### config.mk
export PLATFORM = sky130hd
export DESIGN_NAME = nibble_serial_add_ctrl_flat
export DESIGN_NICKNAME = d
export VERILOG_FILES = /design/src/rtl/nibble_serial_add_ctrl_if.sv /design/src/rtl/nibble_serial_add_ctrl.sv /design/src/flat_wrapper.sv
export SDC_FILE = /design/constraint.sdc
export NUM_CORES = 1
export LEC_CHECK = 0
export ABC_AREA = 1
export CORE_MARGIN = 2
export CORE_UTILIZATION = 24
export CTS_CLUSTER_DIAMETER = 50
export CTS_CLUSTER_SIZE = 40
export DETAILED_ROUTE_END_ITERATION = 10
export GPL_TIMING_DRIVEN = 0
export PLACE_DENSITY_LB_ADDON = 0.2
export SLEW_MARGIN = 20
export SYNTH_ARGS = -nofsm -noshare
export SYNTH_HDL_FRONTEND = slang
export SYNTH_HIERARCHICAL = 1
export SYNTH_SLANG_ARGS = --single-unit
### constraint.sdc
create_clock -name clk -period 2.2 [get_ports clk]
set_input_delay 0.44 -clock clk [delete_from_list [all_inputs] [get_ports clk]]
set_output_delay 0.44 -clock clk [all_outputs]
set_load 0.02 [all_outputs]
### src/rtl/nibble_serial_add_ctrl_if.sv
// Handshake and operand/result bus between a requester and the
// nibble-serial add/subtract controller.
interface nibble_serial_add_ctrl_if #(
  parameter int WIDTH = 16
);
  logic             start;
  logic             sub;
  logic             cin;
  logic [WIDTH-1:0] a_in;
  logic [WIDTH-1:0] b_in;
  logic             busy;
  logic             done;
  logic [WIDTH-1:0] result;
  logic             cout;
  logic             ovf;

  // Requester side: issues operations and observes completion.
  modport master (
    output start, sub, cin, a_in, b_in,
    input  busy, done, result, cout, ovf
  );

  // Controller side: accepts operations and reports results.
  modport slave (
    input  start, sub, cin, a_in, b_in,
    output busy, done, result, cout, ovf
  );
endinterface

### src/rtl/nibble_serial_add_ctrl.sv
// Nibble-serial WIDTH-bit adder/subtractor built around one shared 4-bit
// ripple-carry adder. One nibble is processed per clock, LSB first, with
// the inter-nibble carry held in a flop.

// 4-bit ripple-carry adder slice shared by the controller.
module add4 (
  input  logic [3:0] x,
  input  logic [3:0] y,
  input  logic       cy_in,
  output logic [3:0] s,
  output logic       cy4
);
  // Ripple the carry through the four bit positions.
  always_comb begin
    logic c;
    c = cy_in;
    s = 4'h0;
    for (int i = 0; i < 4; i++) begin
      s[i] = x[i] ^ y[i] ^ c;
      c    = (x[i] & y[i]) | (c & (x[i] ^ y[i]));
    end
    cy4 = c;
  end
endmodule

module nibble_serial_add_ctrl #(
  parameter int WIDTH = 16
) (
  input  logic                      clk,
  input  logic                      rst_n,
  nibble_serial_add_ctrl_if.slave   bus
);
  localparam int N  = WIDTH / 4;
  localparam int CW = (N > 1) ? $clog2(N) : 1;
  localparam logic [CW-1:0] LAST_STEP = CW'(N - 1);

  typedef enum logic [1:0] {
    IDLE = 2'd0,
    RUN  = 2'd1,
    DONE = 2'd2
  } state_t;

  state_t           state_q, state_d;
  logic [WIDTH-1:0] a_q, a_d;
  logic [WIDTH-1:0] b_q, b_d;
  // Holds the nibbles already produced; the current nibble comes straight
  // from the adder, so the low four bits of a full-width register would
  // never be read.
  logic [WIDTH-5:0] sum_q, sum_d;
  logic             carry_q, carry_d;
  logic [CW-1:0]    cnt_q, cnt_d;
  logic [WIDTH-1:0] result_q, result_d;
  logic             cout_q, cout_d;
  logic             ovf_q, ovf_d;
  logic             busy_q, busy_d;
  logic             done_q, done_d;

  logic [3:0]       add_s;
  logic             add_cy4;
  logic [WIDTH-1:0] sum_full;
  logic             carry_into_msb;

  add4 u_add4 (
    .x     (a_q[3:0]),
    .y     (b_q[3:0]),
    .cy_in (carry_q),
    .s     (add_s),
    .cy4   (add_cy4)
  );

  assign sum_full       = {add_s, sum_q};
  assign carry_into_msb = a_q[3] ^ b_q[3] ^ add_s[3];

  // Next-state logic: load on accepted start, shift one nibble per RUN
  // cycle, and latch the visible result only on the last nibble.
  always_comb begin
    state_d  = state_q;
    a_d      = a_q;
    b_d      = b_q;
    sum_d    = sum_q;
    carry_d  = carry_q;
    cnt_d    = cnt_q;
    result_d = result_q;
    cout_d   = cout_q;
    ovf_d    = ovf_q;
    busy_d   = 1'b0;
    done_d   = 1'b0;

    case (state_q)
      IDLE, DONE: begin
        if (bus.start) begin
          a_d     = bus.a_in;
          b_d     = bus.sub ? ~bus.b_in : bus.b_in;
          carry_d = bus.sub ? 1'b1 : bus.cin;
          cnt_d   = '0;
          state_d = RUN;
          busy_d  = 1'b1;
        end else begin
          state_d = IDLE;
        end
      end
      RUN: begin
        sum_d   = sum_full[WIDTH-1:4];
        a_d     = a_q >> 4;
        b_d     = b_q >> 4;
        carry_d = add_cy4;
        cnt_d   = cnt_q + CW'(1);
        if (cnt_q == LAST_STEP) begin
          state_d  = DONE;
          done_d   = 1'b1;
          result_d = sum_full;
          cout_d   = add_cy4;
          ovf_d    = add_cy4 ^ carry_into_msb;
        end else begin
          busy_d = 1'b1;
        end
      end
      default: begin
        state_d = IDLE;
      end
    endcase
  end

  // State and datapath registers with asynchronous clear.
  always_ff @(posedge clk or negedge rst_n) begin
    if (!rst_n) begin
      state_q  <= IDLE;
      a_q      <= '0;
      b_q      <= '0;
      sum_q    <= '0;
      carry_q  <= 1'b0;
      cnt_q    <= '0;
      result_q <= '0;
      cout_q   <= 1'b0;
      ovf_q    <= 1'b0;
      busy_q   <= 1'b0;
      done_q   <= 1'b0;
    end else begin
      state_q  <= state_d;
      a_q      <= a_d;
      b_q      <= b_d;
      sum_q    <= sum_d;
      carry_q  <= carry_d;
      cnt_q    <= cnt_d;
      result_q <= result_d;
      cout_q   <= cout_d;
      ovf_q    <= ovf_d;
      busy_q   <= busy_d;
      done_q   <= done_d;
    end
  end

  assign bus.busy   = busy_q;
  assign bus.done   = done_q;
  assign bus.result = result_q;
  assign bus.cout   = cout_q;
  assign bus.ovf    = ovf_q;
endmodule

### src/flat_wrapper.sv
// flat-port wrapper written by rule: the top's interface ports become plain ports
module nibble_serial_add_ctrl_flat 
#(
  parameter int WIDTH = 16
)
  (clk, rst_n, bus_start, bus_sub, bus_cin, bus_a_in, bus_b_in, bus_busy, bus_done, bus_result, bus_cout, bus_ovf);
  nibble_serial_add_ctrl_if #(.WIDTH(WIDTH)) bus_i ();
  input  logic clk;
  input  logic rst_n;
  input wire logic [$bits(bus_i.start)-1:0] bus_start;
  input wire logic [$bits(bus_i.sub)-1:0] bus_sub;
  input wire logic [$bits(bus_i.cin)-1:0] bus_cin;
  input wire logic [$bits(bus_i.a_in)-1:0] bus_a_in;
  input wire logic [$bits(bus_i.b_in)-1:0] bus_b_in;
  output wire logic [$bits(bus_i.busy)-1:0] bus_busy;
  output wire logic [$bits(bus_i.done)-1:0] bus_done;
  output wire logic [$bits(bus_i.result)-1:0] bus_result;
  output wire logic [$bits(bus_i.cout)-1:0] bus_cout;
  output wire logic [$bits(bus_i.ovf)-1:0] bus_ovf;
  assign bus_i.start = bus_start;
  assign bus_i.sub = bus_sub;
  assign bus_i.cin = bus_cin;
  assign bus_i.a_in = bus_a_in;
  assign bus_i.b_in = bus_b_in;
  assign bus_busy = bus_i.busy;
  assign bus_done = bus_i.done;
  assign bus_result = bus_i.result;
  assign bus_cout = bus_i.cout;
  assign bus_ovf = bus_i.ovf;
  nibble_serial_add_ctrl #(.WIDTH(WIDTH)) u_core (.clk(clk), .rst_n(rst_n), .bus(bus_i));
endmodule
==> metrics.md, run 1 <==
| Metric | Value |
|---|---|
| Nets | `477` |
| Clock sink count | `69` |
| GR Layer Usage met3 | `0.0334` |
| Starting DRT DRC Count | `150` |
| Psw | `0.00243 W` |
| Synth unique cells | `19` |
| Core Area | `12,600 um^2` |
| Root Buffer | `clkbuf_16` |
| Clk Latency, worst-skew pair | `~320 ps` |
| Outcome | `finished, violations left` |
| Crit path arrival time | `2610 ps` |
| Final hold slack | `approximately 48 ps` |
| Maximum clock frequency | `419 MHz` |
| Max_cap viols | `0` |
| Full die area | `between 10,000 and 15,000 um^2` |
| CTS max path bufs | `2` |
| Final instance area | `4170 um^2` |
| Fillcell total | `1,396` |
| Input/output buffers | `55` |
| Commonest non-fill, non-tap cells in the layout | `146 x nand2_1, 69 x dfrtp_1, 54 x clkdlybuf4s50_1` |
| Worst Skew | `about 3 ps` |
| Ys Warns | `6` |
| Clock network fraction of design power | `0.207` |
| DR vias/cell | `4.01` |
| Critical path fanouts, max | `3` |
| H-Tree Depth | `3` |
| Sw frac | `0.393` |
| Die Ht | `117 um` |
| Setup Viol. Count Final | `2` |
| Post-Syn Area | `approximately 3100 um^2` |
| Final slew viol count | `0` |
| R2R cell count | `15` |
| Failing checks | `setup timing` |
| Vias in the first global route | `~2,500` |
| Starting Density | `0.245` |
| Leading cell type in the layout, fill and taps excluded | `nand2_1` |
| Internal power | `0.00375 W` |
| Placed Area | `between 3000 and 4000 um^2` |
| Startpoint Class | `flip-flop` |
| Comb pwr share | `0.440` |
| Post-route minimum period | `about 2400 ps` |
| Routed Wire Length | `between 7000 and 8000 um` |
| Flop pwr share | `0.353` |
| Post-synth top area share | `0.559` |
| Die width | `117 um` |
| GRT overflow | `0` |
| Hold-fix buffers, CTS | `0` |
| Worst slew margin | `0.647` |
| Fin util | `0.330` |
| Pleak | `1.99 nW` |
| #FFs+latches synth | `69` |
| Sequential area share after synthesis | `0.559` |
| DRT Pass-1 Iters | `4` |
| Worst hold path class | `in -> async` |
| Worst Tran Pin Value | `529 ps` |
| Met2 GRT Util | `0.183` |
| CTS Buf Count | `9` |
| Post-DR wirelength/cell | `between 10 and 15 um` |
| WS Path Type | `reg -> reg` |
| RSZ-0062 raised after global routing | `true` |
| Period utilization | `1.09` |
| Area grow syn2layout | `34.9%` |
| Mapped Nets | `408` |
| Post-synth top area cell | `dfrtp_1` |
| Overall Global Routing Usage | `0.116` |
| PD cells | `1480 nW/um^2` |
| Critical Path RT | `approximately 2400 ps` |
| Top cells by area, synth | `dfrtp_1 56%, nand2_1 18%, o21ai_0 4.7%, inv_1 3.9%, nor2_1 2.9%` |
| Mapped Cells | `366` |
| Antenna violation net count after detailed routing | `0` |
| Clock tree from TritonCTS | `built` |
| Max rail drop VDD | `~0.00044 V` |
| Fin. Hold Viols | `0` |
| Pin count of the biggest net entering global routing | `41` |
| Placer congestion estimate | `0.722` |
| First-pass GRT wire length | `about 13,000 um` |
| Total number of vias | `roughly 2,500` |
| CP endpoint kind | `flip-flop` |
| Clock slew at reported path FFs | `50 ps` |
| Met1 Usage GRT | `0.156` |
| Layer carrying the most global-route usage | `met2` |
| Initial antenna violation count | `0` |
| PnR worst setup slack | `-187 ps` |
| Post-DP HPWL | `5290 um` |
| Share of layout cells above drive strength 1 | `0.109` |
| Drt drc | `0` |
| Syn_area_per_cell | `roughly 8.4 um^2` |
| Rows | `a little over 40` |
| IO Count | `57` |
| Antenna diode count | `0` |
cell usage after synthesis, drive strengths merged:
cell / instances
inv: 35
xnor2: 4
fa: 4
nand3: 16
buf: 15
o211ai: 9
o21ai: 33
nand2: 150
clkbuf: 2
a21oi: 4
nor2: 24
ha: 1
dfrtp: 69
sequential cells by signal (all words and copies together) (netlist names):
signal and cells:
u_core/a_q 16, u_core/b_q 16, u_core/bus.busy 1, u_core/bus.cout 1, u_core/bus.done 1, u_core/bus.ovf 1
u_core/bus.result 16, u_core/carry_q 1, u_core/cnt_q 2, u_core/state_q 2, u_core/sum_q 12
power by group through the flow:
stage | sequential (W) | clock (W) | combinational, W
after floorplan | 0.00232 | 0 | 0.00156
final | 0.00218 | 0.00128 | 0.00272
after detailed placement | 0.00220 | 0 | 0.00263
after CTS | 0.00219 | 0.00132 | 0.00266
after global placement | 0.00219 | 0 | 0.00258
after global routing | 0.00225 | 0.00138 | 0.00313
worst max-delay path: stages (launching register included):
cell     delay [ps]
dfrtp_1         400
fa_2            390
inv_2            60
fa_2            180
inv_2            40
fa_2            330
inv_2            60
fa_1            410
inv_2            80
inv_2            50
nand2_1          50
nand2_1          40
nand2_1          50
nand2_1          60
nand2_1          50
nand2_1          40
routing by layer:
metal | vias to the layer above | wire length, um
met2 | 54 | 3340
met4 | 0 | 79
met5 | - | 0
li1 | 1270 | -
met3 | 9 | 306
met1 | 1117 | 3690
path summary, 6_finish.rpt:
check | from | end | slack, ps
worst min-delay path | rst_n | u_core/bus.result[2]$_DFFE_PN0P_ | 50
max in group asynchronous | rst_n | u_core/a_q[10]$_DFFE_PN0P_ | 1590
worst max-delay path | u_core/carry_q$_DFFE_PN0P_ | u_core/bus.ovf$_DFFE_PN0P_ | -190
min in group clk | u_core/bus.result[0]$_DFFE_PN0P_ | u_core/bus.result[0]$_DFFE_PN0P_ | 470
worst max register to register | u_core/carry_q$_DFFE_PN0P_ | u_core/bus.ovf$_DFFE_PN0P_ | -190
worst min register to register | u_core/bus.result[0]$_DFFE_PN0P_ | u_core/bus.result[0]$_DFFE_PN0P_ | 470
through the flow:
step | power [W] | std cells | setup slack [ps] | setup TNS [ps]
2_1_floorplan | 0.00388 | 366 | -119 | -119
3_3_place_gp | 0.00477 | 593 | -1820 | -125760
3_5_place_dp | 0.00483 | 594 | -221 | -306
4_1_cts | 0.00617 | 609 | -222 | -222
5_1_grt | 0.00677 | 611 | -321 | -495
6_report | 0.00618 | 611 | -187 | -263
logic make-up (layout without fill, tap and decap cells):
family,Yosys count,in the layout,synth area share
AO/OA/AOI/OAI,46,46,0.0818
XOR/XNOR,4,4,0.0113
adder cells (fa/ha/maj),5,5,0.0300
buffers and inverters,52,125,0.0761
flip-flops,69,69,0.559
AND/OR/NAND/NOR,190,190,0.242
layout make-up:
cell class | count | area, um^2 | share of cell area
timing repair buffer | 58 | 587 | 0.141
sequential | 69 | 1730 | 0.414
inverter | 35 | 131 | 0.0315
multi-input combinational | 245 | 1140 | 0.274
buffer | 17 | 104 | 0.0249
clock inverter | 2 | 10.0 | 0.00240
clock buffer | 13 | 250 | 0.0600
tap | 172 | 215 | 0.0516
timing repair:
action / in CTS / in global routing
setup buffers: 0 / 2
pin swaps: 3 / 3
endpoints found under the setup margin: 3 / 3
resized for setup: 4 / 4
(Power assumes the default switching activity.)
==> run 2: changes to the inputs <==
--- a/config.mk
+++ b/config.mk
@@ -12,7 +12,6 @@
 export CTS_CLUSTER_SIZE = 40
 export DETAILED_ROUTE_END_ITERATION = 10
 export GPL_TIMING_DRIVEN = 0
-export PLACE_DENSITY_LB_ADDON = 0.2
 export SLEW_MARGIN = 20
 export SYNTH_ARGS = -nofsm -noshare
 export SYNTH_HDL_FRONTEND = slang
==> run 2 against run 1 <==
  * The flow still finishes with violations (setup timing)
  * Sequential cell count unchanged
  * Die area did not move
  * Clock power rose by 5%
  * Routed wire length shrank 3.3%
  * Maximum frequency is 1.4% lower
  * Register-to-register slack got worse by 30 ps
  * Worst hold slack lost 45 ps
  * Utilization grew 0.27 points
  * Total power grew 0.70%
  * Critical path depth is the same
  * Combinational power decreased by 1%
  * Highest routed layer unchanged
==> metrics.md, run 2 (synthesis results as in run 1) <==
| Metric | Value |
|---|---|
| Outcome | `finished, violations left` |
| Failing checks | `setup timing` |
| CP max-delay cell | `fa_1` |
| Placed cells | `594` |
| Die width | `around 120 um` |
| Worst Tran Pin Value | `467 ps` |
| H-Tree Depth | `3` |
| CTS Buf Count | `9` |
| Core Area | `12,600 um^2` |
| Clk Latency, worst-skew pair | `330 ps` |
| Most common cell on crit path | `nand2_1` |
| Drt drc | `0` |
| Post-Route Setup TNS | `-441 ps` |
| Max rail drop VDD | `0.000514 V` |
| Setup Viol. Count Final | `3` |
| Antenna diode count | `0` |
| Starting Density | `0.245` |
| Full die area | `approximately 14,000 um^2` |
| Pleak | `2.01 nW` |
| Rows | `41` |
| Worst Skew | `between 2 and 3 ps` |
| RSZ-0062 raised after global routing | `true` |
| R2R cell count | `15` |
| Multi-input gate area | `1140 um^2` |
| GRT overflow | `0` |
| Non-filler cells, final | `613` |
| Area grow syn2layout | `36.0%` |
| Post-DR wirelength/cell | `11.7 um` |
| Nets | `479` |
| Fillcell total | `1,388` |
| Crit path buffers/inverters | `5` |
| Leading cell type in the layout, fill and taps excluded | `nand2_1` |
| CTS max path bufs | `2` |
| DRT Pass-1 Iters | `4` |
| Fin. Hold Viols | `0` |
| Critical Path RT | `2420 ps` |
| Reg2Reg Setup Slack | `-220 ps` |
| Root Buffer | `clkbuf_16` |
| CP endpoint kind | `flip-flop` |
| First-pass GRT wire length | `12,200 um` |
| WS Path Type | `reg -> reg` |
| Pin count of the biggest net entering global routing | `49` |
| DP Worst Slack | `-244 ps` |
| RR Endpoint | `u_core/bus.ovf$_DFFE_PN0P_` |
| R2R Path Start | `u_core/b_q[0]$_DFFE_PN0P_` |
| Die Ht | `117 um` |
| Post-DP HPWL | `5230 um` |
| Initial antenna violation count | `0` |
| Critical path fanouts, max | `3` |
| PD cells | `1480 nW/um^2` |
| Routed Wire Length | `between 7000 and 8000 um` |
| Commonest non-fill, non-tap cells in the layout | `146 x nand2_1, 69 x dfrtp_1, 54 x clkdlybuf4s50_1` |
| Placer congestion estimate | `0.777` |
| Register area | `1730 um^2` |
| Maximum clock frequency | `413 MHz` |
| Period utilization | `1.10` |
| Critical-path cell list | `fa_2, inv_2, fa_2, inv_2, fa_2, inv_2, fa_1, inv_2, nand2_1, inv_1, nor2_1, nand2_1, nand2_1, nand2_1, nand2_1` |
| Post-route minimum period | `roughly 2400 ps` |
| Hold-fix buffers, CTS | `0` |
| Max_cap viols | `0` |
| Antenna violation net count after detailed routing | `0` |
| Worst slew margin | `0.689` |
| Starting DRT DRC Count | `175` |
| Crit path arrival time | `approximately 2600 ps` |
| Overall Global Routing Usage | `0.111` |
| Startpoint Class | `flip-flop` |
| Share of layout cells above drive strength 1 | `0.113` |
| Clock sink count | `69` |
| Clock tree from TritonCTS | `built` |
| DR vias/cell | `4.11` |
| Worst hold path class | `in -> async` |
| Input/output buffers | `55` |
| Vias in the first global route | `about 2,500` |
| Top delay family on crit path | `adder cells` |
| Total number of vias | `2,521` |
| CP max stage delay | `420 ps` |
| Clock slew at reported path FFs | `50 ps` |
| PnR worst setup slack | `-221 ps` |
| IO Count | `between 50 and 60` |
| Final slew viol count | `0` |
==> run 2: cell count changes in the layout (fill, tap and decap cells not counted), sizes merged <==
cell	previous run	this run
clkinv	2	1
clkbuf	15	16
buf	19	21
==> run 2: worst reg2reg max path: cells and delay by family, from the launching register on <==
kind / cells / cell delay, ps
AND/OR/NAND/NOR: 6 / 280
buffers and inverters: 5 / 300
flip-flops: 1 / 400
adder cells (fa/ha/maj): 4 / 1330
==> run 2: per-stage QoR <==
| step | instance area (um^2) | hold WS [ps] | total power (W) | util |
|---|---|---|---|---|
| global placement | 3860 | 453 | 0.00472 | 0.306 |
| floorplan | 3100 | 144 | 0.00388 | - |
| finish | 4200 | 2.88 | 0.00623 | 0.333 |
| detailed placement | 3890 | 359 | 0.00482 | 0.308 |
| CTS | 4180 | 3.64 | 0.00626 | 0.331 |
| global route | 4200 | 9.98 | 0.00676 | 0.333 |
==> run 2: layout make-up <==
type / count / share of cell area
Timing Repair Buffer: 60 / 0.144
Clock inverter: 1 / 0.00119
Sequential cell: 69 / 0.411
Buffer: 17 / 0.0247
Tap cell: 172 / 0.0512
Multi-Input combinational cell: 245 / 0.271
Inverter: 35 / 0.0313
Clock buffer: 14 / 0.0652
==> run 2: how the worst max path moves through the flow <==
stage,depth (start not counted),start,end
CTS,15,u_core/carry_q$_DFFE_PN0P_,u_core/bus.ovf$_DFFE_PN0P_
floorplan,15,u_core/carry_q$_DFFE_PN0P_,u_core/bus.ovf$_DFFE_PN0P_
finish,15,u_core/b_q[0]$_DFFE_PN0P_,u_core/bus.ovf$_DFFE_PN0P_
global placement,1,rst_n,u_core/a_q[13]$_DFFE_PN0P_
global route,15,u_core/b_q[0]$_DFFE_PN0P_,u_core/bus.ovf$_DFFE_PN0P_
detailed placement,15,u_core/carry_q$_DFFE_PN0P_,u_core/bus.ovf$_DFFE_PN0P_
==> run 2: routing by layer <==
layer  global-route usage  up-vias  wire [um]
li1                     -     1279          -
met1                0.146     1159       3410
met2                0.167       71       3200
met3               0.0388       12        415
met4               0.0444        0        140
met5                    0        -          0
==> run 2: repair_timing <==
item | in CTS | in global routing
pin swaps | 3 | 1
buffers inserted | 2 | 2
gates resized for setup | 5 | 1
endpoints found under the setup margin | 3 | 3
==> run 2: report_power, final <==
part | internal, W | switching (W) | leakage [nW]
combinational | 0.00111 | 0.00157 | 1.00
sequential | 0.00186 | 0.000336 | 0.871
clock | 0.000847 | 0.000501 | 0.139
==> run 3: changes to the inputs <==
==> constraint.sdc (replaced) <==
create_clock -name clk -period 3.1 [get_ports clk]
set_input_delay 0.62 -clock clk [delete_from_list [all_inputs] [get_ports clk]]
set_output_delay 0.62 -clock clk [all_outputs]
set_load 0.1 [all_outputs]
==> run 3 against run 2 <==
  * The run now ends clean
  * Total power fell by 18%
  * Critical path type unchanged
  * Combinational power shrank 8.2%
  * Non-clock buffer count shrank 4
  * Sequential share of layout area grew 0.18 points
  * Sequential power decreased by 30%
  * Via count fell by 1.0%
  * Count of clock-buffer cells in the layout down 2
  * Critical path depth stayed put
  * Cell area down 0.45%
  * Die area did not move
  * Clock power is 21% lower
==> metrics.md, run 3 (synthesis results as in run 1) <==
| Metric | Value |
|---|---|
| Outcome | `complete, no violations` |
| Pin count of the biggest net entering global routing | `43` |
| Number of gates resized after cts | `0` |
| Max_cap viols | `0` |
| Final slew viol count | `0` |
| Critical Path RT | `between 3000 and 4000 ps` |
| Total number of vias | `2,495` |
| Max rail drop VDD | `0.000281 V` |
| Crit path buffers/inverters | `5` |
| Non-filler cells, final | `610` |
| IO Count | `57` |
| Critical path fanouts, max | `3` |
| Nets | `475` |
| Final instance area | `about 4200 um^2` |
| Antenna diode count | `0` |
| Root Buffer | `clkbuf_16` |
| Initial antenna violation count | `0` |
| CP max stage delay | `430 ps` |
| Placer congestion estimate | `0.751` |
| Clock sink count | `69` |
| Post-DR wirelength/cell | `11.7 um` |
| Drt drc | `0` |
| Maximum clock frequency | `396 MHz` |
| Worst Tran Pin Value | `995 ps` |
| Hold-fix buffers, CTS | `0` |
| CTS max path bufs | `2` |
| Worst hold path class | `in -> async` |
| Fillcell total | `roughly 1,400` |
| Die width | `117 um` |
| Crit path arrival time | `2740 ps` |
| DP Worst Slack | `about 570 ps` |
| Antenna violation net count after detailed routing | `0` |
| Period utilization | `0.814` |
| PnR worst setup slack | `about 580 ps` |
| PD cells | `1210 nW/um^2` |
| RSZ-0062 raised after global routing | `false` |
| Top delay family on crit path | `adder cells` |
| Rows | `41` |
| First-pass GRT wire length | `12,100 um` |
| DRT Pass-1 Iters | `4` |
| Startpoint Class | `flip-flop` |
| Placed cells | `594` |
| Fin util | `0.331` |
| Setup Viol. Count Final | `0` |
| Leading cell type in the layout, fill and taps excluded | `nand2_1` |
| Area grow syn2layout | `35.3%` |
| Starting DRT DRC Count | `196` |
| Die Ht | `117 um` |
| Clk Latency, worst-skew pair | `330 ps` |
| Setup repair bufs after CTS | `0` |
| Placed Area | `3870 um^2` |
| Clock slew at reported path FFs | `60 ps` |
| CTS Buf Count | `9` |
| Critical-path cell list | `fa_1, inv_1, fa_1, inv_1, fa_1, inv_1, fa_1, inv_1, inv_1, nand2_1, nand2_1, nand2_1, nand2_1, nand2_1, nand2_1` |
| Post-DP HPWL | `about 5200 um` |
| Fin. Hold Viols | `0` |
| Core Area | `~13,000 um^2` |
| WS Path Type | `reg -> reg` |
| Worst slew margin | `0.335` |
| Vias in the first global route | `2,488` |
| Input/output buffers | `55` |
| Starting Density | `0.245` |
| Overall Global Routing Usage | `0.109` |
| CP endpoint kind | `flip-flop` |
| H-Tree Depth | `3` |
| Share of layout cells above drive strength 1 | `0.0845` |
| CP max-delay cell | `fa_1` |
| GRT overflow | `0` |
| Clock tree from TritonCTS | `built` |
| Full die area | `13,800 um^2` |
| DR vias/cell | `around 4.1` |
| Most common cell on crit path | `nand2_1` |
| Routed Wire Length | `7110 um` |
| Worst Skew | `roughly 5.4 ps` |
| Post-route minimum period | `2520 ps` |
| Commonest non-fill, non-tap cells in the layout | `146 x nand2_1, 69 x dfrtp_1, 54 x clkdlybuf4s50_1` |
| Pleak | `2.00 nW` |
run 3: cell count changes in the layout (fill, tap and decap cells not counted), sizes merged:
cell,before,now
buf,21,17
clkinvlp,0,1
clkbuf,16,14
bufinv,0,2
run 3: area by class of cell:
type,instances,area [um^2],area share
plain buffers,17,104,0.0248
clock buffers,12,236,0.0565
clock inverters,4,72.6,0.0173
inverters,35,131,0.0314
multi-input cells,245,1130,0.270
flip-flops and latches,69,1730,0.413
well taps,172,215,0.0515
repair buffers,56,568,0.136
run 3: routing by layer:
layer | GRT usage | part of all wire | vias to the layer above
li1 | - | - | 1264
met1 | 0.145 | 0.46 | 1142
met2 | 0.174 | 0.47 | 82
met3 | 0.0300 | 0.057 | 7
met4 | 0.0346 | 0.0097 | 0
met5 | 0 | 0 | -
run 3: path summary, 6_finish.rpt:
| check | startpoint | endpoint | slack [ps] | cells after the start |
|---|---|---|---|---|
| setup / recovery | u_core/b_q[0]$_DFFE_PN0P_ | u_core/bus.ovf$_DFFE_PN0P_ | 580 | 15 |
| hold / removal | rst_n | u_core/bus.result[10]$_DFFE_PN0P_ | 210 | 1 |
| setup reg to reg | u_core/b_q[0]$_DFFE_PN0P_ | u_core/bus.ovf$_DFFE_PN0P_ | 580 | 15 |
| hold reg to reg | u_core/a_q[12]$_DFFE_PN0P_ | u_core/a_q[12]$_DFFE_PN0P_ | 470 | 2 |
| max in group asynchronous | rst_n | u_core/a_q[7]$_DFFE_PN0P_ | 2340 | 2 |
| min in group clk | u_core/a_q[12]$_DFFE_PN0P_ | u_core/a_q[12]$_DFFE_PN0P_ | 470 | 2 |
run 3: power by group:
| part | switching, W | internal [W] |
|---|---|---|
| logic | 0.00174 | 0.000721 |
| registers | 0.000230 | 0.00132 |
| clock network | 0.000364 | 0.000703 |
| total | 0.00234 | 0.00274 |
run 3: through the flow:
stage	hold slack (ps)	total power [W]	setup TNS, ps
after floorplan	324	0.00338	0
final	208	0.00508	0
after CTS	214	0.00515	0
after detailed placement	460	0.00406	0
after global placement	453	0.00399	-61700
after global routing	237	0.00545	0
